$ cat src/rtl/pipe_pkg.sv
// Shared types and constants for the pipeline hazard controller.
// Latency: n/a (declarations only).
// Backpressure: n/a.
package pipe_pkg;

  // Default register-address width of the pipeline.
  localparam int REG_AW = 4;

  // Scoreboard rd storage width; any REG_AW up to this value fits.
  localparam int SB_RD_W = 8;

  // Bit positions inside the decoded control-signal word.
  localparam int REG_WRITE_BIT  = 9;
  localparam int MEM_TO_REG_BIT = 8;

  // Forward select value meaning "take the operand from the register file".
  localparam int FWD_SEL_RF = 0;

  // One in-flight instruction as seen by the hazard logic.
  typedef struct packed {
    logic               valid;
    logic [SB_RD_W-1:0] rd;
    logic               reg_write;
    logic               is_load;
  } sb_entry_t;

endpackage

$ cat src/rtl/hazard_match.sv
// Youngest-match search of one source register against the scoreboard.
// Latency: purely combinational.
// Backpressure: none; the caller decides what a hit means.
module hazard_match #(
  parameter int RD_W         = 8,
  parameter int STAGES       = 3,
  parameter int R0_HARDWIRED = 1,
  parameter int IW           = $clog2(STAGES + 1)
) (
  input  logic [RD_W-1:0]        src,
  input  logic                   use_src,
  input  logic [STAGES-1:0]      ent_valid,
  input  logic [STAGES-1:0]      ent_wr,
  input  logic [STAGES-1:0]      ent_ld,
  input  logic [STAGES*RD_W-1:0] ent_rd,
  output logic                   hit,
  output logic [IW-1:0]          idx,
  output logic                   is_load
);

  logic src_ok;

  // A source that is not read, or is a hardwired r0, can never hit.
  assign src_ok = use_src && !((R0_HARDWIRED != 0) && (src == '0));

  // Scan oldest to youngest so that the youngest (lowest index) match overwrites.
  always_comb begin
    hit     = 1'b0;
    idx     = '0;
    is_load = 1'b0;
    for (int k = STAGES - 1; k >= 0; k--) begin
      if (src_ok && ent_valid[k] && ent_wr[k] && (ent_rd[k*RD_W +: RD_W] == src)) begin
        hit     = 1'b1;
        idx     = IW'(k);
        is_load = ent_ld[k];
      end
    end
  end

endmodule

$ cat src/rtl/pipe_hazard_unit.sv
// Scoreboard-based hazard controller: forwarding selects, load-use stall, branch flush, event counters.
// Latency: stall/flush/fwd_sel combinational in the decode cycle; scoreboard and counters update next edge.
// Backpressure: stall holds fetch/decode and bubbles EX; flush (br_taken) overrides stall. HAZ_FWD_EN selects forwarding vs interlock.
module pipe_hazard_unit
  import pipe_pkg::*;
#(
  parameter int REG_AW       = pipe_pkg::REG_AW,
  parameter int STAGES       = 3,
  parameter int LOAD_STAGE   = 1,
  parameter int R0_HARDWIRED = 1,
  parameter int CNT_W        = 16,
  parameter int SW           = $clog2(STAGES + 1)
) (
  input  logic              clk,
  input  logic              rst_n,
  input  logic              id_valid,
  input  logic [REG_AW-1:0] id_rs_a,
  input  logic [REG_AW-1:0] id_rs_b,
  input  logic              id_use_a,
  input  logic              id_use_b,
  input  logic [REG_AW-1:0] id_rd,
  input  logic              id_reg_write,
  input  logic              id_is_load,
  input  logic              br_taken,
  output logic              stall,
  output logic              flush,
  output logic [SW-1:0]     fwd_a_sel,
  output logic [SW-1:0]     fwd_b_sel,
  output logic [CNT_W-1:0]  stall_cnt,
  output logic [CNT_W-1:0]  flush_cnt
);

  sb_entry_t sb [STAGES];
  sb_entry_t sb_in;

  logic [STAGES-1:0]         ent_valid, ent_wr, ent_ld;
  logic [STAGES*SB_RD_W-1:0] ent_rd;
  logic                      hit_a, hit_b, ld_a, ld_b;
  logic [SW-1:0]             idx_a, idx_b;
  logic                      raw_stall;

  // Flatten the scoreboard into vectors for the match search.
  always_comb begin
    ent_valid = '0;
    ent_wr    = '0;
    ent_ld    = '0;
    ent_rd    = '0;
    for (int k = 0; k < STAGES; k++) begin
      ent_valid[k]                     = sb[k].valid;
      ent_wr[k]                        = sb[k].reg_write;
      ent_ld[k]                        = sb[k].is_load;
      ent_rd[k*SB_RD_W +: SB_RD_W]     = sb[k].rd;
    end
  end

  hazard_match #(.RD_W(SB_RD_W), .STAGES(STAGES), .R0_HARDWIRED(R0_HARDWIRED), .IW(SW)) u_match_a (
    .src(SB_RD_W'(id_rs_a)), .use_src(id_use_a),
    .ent_valid(ent_valid), .ent_wr(ent_wr), .ent_ld(ent_ld), .ent_rd(ent_rd),
    .hit(hit_a), .idx(idx_a), .is_load(ld_a)
  );

  hazard_match #(.RD_W(SB_RD_W), .STAGES(STAGES), .R0_HARDWIRED(R0_HARDWIRED), .IW(SW)) u_match_b (
    .src(SB_RD_W'(id_rs_b)), .use_src(id_use_b),
    .ent_valid(ent_valid), .ent_wr(ent_wr), .ent_ld(ent_ld), .ent_rd(ent_rd),
    .hit(hit_b), .idx(idx_b), .is_load(ld_b)
  );

`ifdef HAZ_FWD_EN
  // Only a load that has not yet reached the load-data stage forces a stall.
  assign raw_stall = (hit_a && ld_a && (idx_a < SW'(LOAD_STAGE))) ||
                     (hit_b && ld_b && (idx_b < SW'(LOAD_STAGE)));
  assign fwd_a_sel = hit_a ? (idx_a + SW'(1)) : SW'(FWD_SEL_RF);
  assign fwd_b_sel = hit_b ? (idx_b + SW'(1)) : SW'(FWD_SEL_RF);
`else
  // Interlock: any in-flight producer of a source holds decode until it retires.
  logic unused_match;
  assign unused_match = ^{ld_a, ld_b, idx_a, idx_b};
  assign raw_stall = hit_a || hit_b;
  assign fwd_a_sel = SW'(FWD_SEL_RF);
  assign fwd_b_sel = SW'(FWD_SEL_RF);
`endif

  // A taken branch kills the stalled consumer anyway, so flush wins.
  assign flush = br_taken;
  assign stall = raw_stall && !br_taken;

  // Decode enters EX only when it is neither held nor killed.
  always_comb begin
    sb_in = '0;
    if (!stall && !flush) begin
      sb_in.valid     = id_valid;
      sb_in.rd        = SB_RD_W'(id_rd);
      sb_in.reg_write = id_reg_write;
      sb_in.is_load   = id_is_load;
    end
  end

  // Shift the scoreboard; a flushed EX instruction arrives in MEM as invalid.
  always_ff @(posedge clk or negedge rst_n) begin
    if (!rst_n) begin
      for (int k = 0; k < STAGES; k++) sb[k] <= '0;
    end else begin
      sb[0] <= sb_in;
      for (int k = 1; k < STAGES; k++) begin
        sb[k] <= sb[k-1];
        if (k == 1) sb[k].valid <= sb[k-1].valid && !flush;
      end
    end
  end

  // Saturating event counters.
  always_ff @(posedge clk or negedge rst_n) begin
    if (!rst_n) begin
      stall_cnt <= '0;
      flush_cnt <= '0;
    end else begin
      if (stall && (stall_cnt != {CNT_W{1'b1}})) stall_cnt <= stall_cnt + CNT_W'(1);
      if (flush && (flush_cnt != {CNT_W{1'b1}})) flush_cnt <= flush_cnt + CNT_W'(1);
    end
  end

endmodule

$ cat config.mk
export PLATFORM = sky130hd
export DESIGN_NAME = pipe_hazard_unit
export DESIGN_NICKNAME = d
export VERILOG_FILES = /design/src/rtl/pipe_pkg.sv /design/src/rtl/hazard_match.sv /design/src/rtl/pipe_hazard_unit.sv
export SDC_FILE = /design/constraint.sdc
export NUM_CORES = 1
export LEC_CHECK = 0
export CAP_MARGIN = 20
export CORE_MARGIN = 2
export CORE_UTILIZATION = 30
export CTS_BUF_LIST = sky130_fd_sc_hd__clkbuf_4 sky130_fd_sc_hd__clkbuf_8 sky130_fd_sc_hd__clkbuf_16
export CTS_CLUSTER_SIZE = 20
export DETAILED_ROUTE_END_ITERATION = 6
export GPL_TIMING_DRIVEN = 1
export PLACE_DENSITY_LB_ADDON = 0.15
export RECOVER_POWER = 25
export SYNTH_ARGS = -nofsm -noshare
export SYNTH_HDL_FRONTEND = slang
export SYNTH_HIERARCHICAL = 1
export SYNTH_SLANG_ARGS = --single-unit
$ cat constraint.sdc
create_clock -name clk -period 5.6 [get_ports clk]
set_clock_uncertainty 0.05 [all_clocks]
set_input_delay 0.84 -clock clk [delete_from_list [all_inputs] [get_ports clk]]
set_output_delay 0.84 -clock clk [all_outputs]
set_load 0.01 [all_outputs]
==> impl_metrics.csv <==
group,metric,value,unit
outcome,status,"finished, violations left",
outcome,violations,"capacitance limit, slew limit",
yosys,avgSynthCellArea,10.8,um^2
critical_path,arrival,3520,ps
global_routing,grt_first_pass_wirelength,10100,um
critical_path,critPathRequiredTime,4710,ps
routing,drt_iter0_drc,66,
die,rows,35,
die,die_y,101,um
timing,fmax,227,MHz
final_layout,antennaDiodeCount,0,
pwr,p_leak,1.75,nW
final_layout,area_delta_synth_final,32.5,%
routing,final_antenna_net_count,0,
final_layout,final_area,3750,um^2
placed_design,dpl_cell_area,3670,um^2
critical_path,slowest_delay,580,ps
critical_path,critPathMaxFanout,6,
yosys,syn_inst,262,
placed_design,dp_slack,1150,ps
final_layout,final_cell_mix,"conb_1 (60), clkdlybuf4s50_1 (51), dfrtp_1 (50)",
clocking,cts.path.max_buffers,2,
clocking,post_cts_resized,0,
yosys,yosysWarningCount,6,
routing,firstDrtPassIters,4,
global_routing,grt_overflow,0,
clocking,cts_tree,"done",
timing,drv_slew,51,
timing,setup-violations-final,0,
die,die-width,101,um
routing,wirelength,6140,um
timing,tightest_slew,2700,ps
die,die-area,10200,um^2
die,ios,58,
yosys,synth_area,2830,um^2
timing,rsz0062_at_grt,"no",
critical_path,crit_type,"input port to primary output",
clocking,clock_sinks,50,
timing,slew_headroom,-80.0,%
critical_path,end_kind,"primary output",
timing,fin_crit,4410,ps
placed_design,hpwl,4690,um
pwr,p_per_area,225,nW/um^2
timing,setup_ws,1190,ps
placed_design,port_buffers,52,
clocking,numCtsBuffers,5,
critical_path,cp-start-kind,"input port",
routing,avgViaCountPerCell,4.56,
clocking,clk_pin_slew_worst_paths,80,ps
timing,hold-worst-slack,343,ps
clocking,clock_latency,300,ps
clocking,cts_hold_buf,0,
routing,routedWlPerCell,12.6,um
global_routing,grt_pass1_vias,2114,
final_layout,layout_commonest_cell,"conb_1",
global_routing,antenna_found_initial,0,
pwr,irDropWorstVdd,0.000180,V
clocking,cts_max_level,2,
die,core_area,9200,um^2
die,start_util,30.8,%
clocking,post-cts-setup-buffers,0,
clocking,root_buffer,"clkbuf_8",
global_routing,grt_max_degree,51,
placed_design,place_congestion,0.860,
worst_hold_path,hold_path.class,"register to register",
timing,min_period_over_period,78.7,%
timing,hold_viol,0,
critical_path,path_cells,"clkdlybuf4s50_1 -> or4_1 -> o21ai_2 -> nor4_1 -> nand3_1 -> nand3_1 -> o21bai_1 -> inv_1 -> clkdlybuf4s50_1",
routing,drc,0,
critical_path,slowest_stage,"or4_1",
routing,vias,2214,
run,maxCapViolations,1,
global_routing,grt.total_usage,12.6,%
final_layout,drive_above_1_share,6.95,%
final_layout,final_nets,397,
timing,finalSetupTns,0,ps
## cell type report
cell class,count,area (um^2)
clock buffers,6,82.6
fillers,932,5440
inverters,3,11.3
multi-input cells,262,1750
flip-flops and latches,50,1250
well taps,111,139
repair buffers,53,519
## where the power goes
| part | internal, mW | switching [mW] | total, mW | leakage [nW] |
|---|---|---|---|---|
| Sequential | 0.392 | 0.0471 | 0.439 | 0.662 |
| Clock | 0.0956 | 0.111 | 0.207 | 0.0431 |
| Combinational | 0.110 | 0.0906 | 0.201 | 1.05 |
| Total | 0.598 | 0.249 | 0.846 | 1.75 |
## stage by stage
stage	power, mW	utilization, %	std cells
6_report	0.846	40.8	485
5_1_grt	0.908	40.8	485
4_1_cts	0.863	40.9	485
3_5_place_dp	0.646	40.0	479
3_3_place_gp	0.647	40.0	479
2_1_floorplan	0.552	-	321
## worst paths after layout
kind / from / to / slack (ps) / cells past startpoint
max in group asynchronous: rst_n / flush_cnt[10] / 2530 / 2
min: ent_valid[1] / ent_valid[2] / 340 / 0
max: id_rs_b[1] / stall / 1190 / 9
max reg2reg: ent_rd[8] / stall_cnt[15] / 2910 / 8
min reg2reg: ent_valid[1] / ent_valid[2] / 340 / 0
min in group asynchronous: rst_n / stall_cnt[7] / 1430 / 2
## sequential cells by signal, indices dropped and copies added, names as in the netlist
| name | cells |
|---|---|
| ent_valid | 3 |
| ent_wr | 3 |
| flush_cnt | 16 |
| stall_cnt | 16 |
| ent_rd | 12 |
## critical path: cells and delay by family
kind | cells | cell delay (ps)
simple gates | 4 | 850
compound gates | 2 | 610
buf+inv | 3 | 1220
## per-layer routing
| metal | share of wire, % | track usage [%] | vias to the layer above | wire [um] |
|---|---|---|---|---|
| li1 | - | - | 1106 | - |
| met1 | 46 | 16.9 | 1052 | 2840 |
| met2 | 48 | 20.3 | 48 | 2950 |
| met3 | 4.2 | 2.55 | 8 | 259 |
| met4 | 1.4 | 4.37 | 0 | 88 |
| met5 | 0 | 0 | - | 0 |
Power figures use the tool's default switching activity.
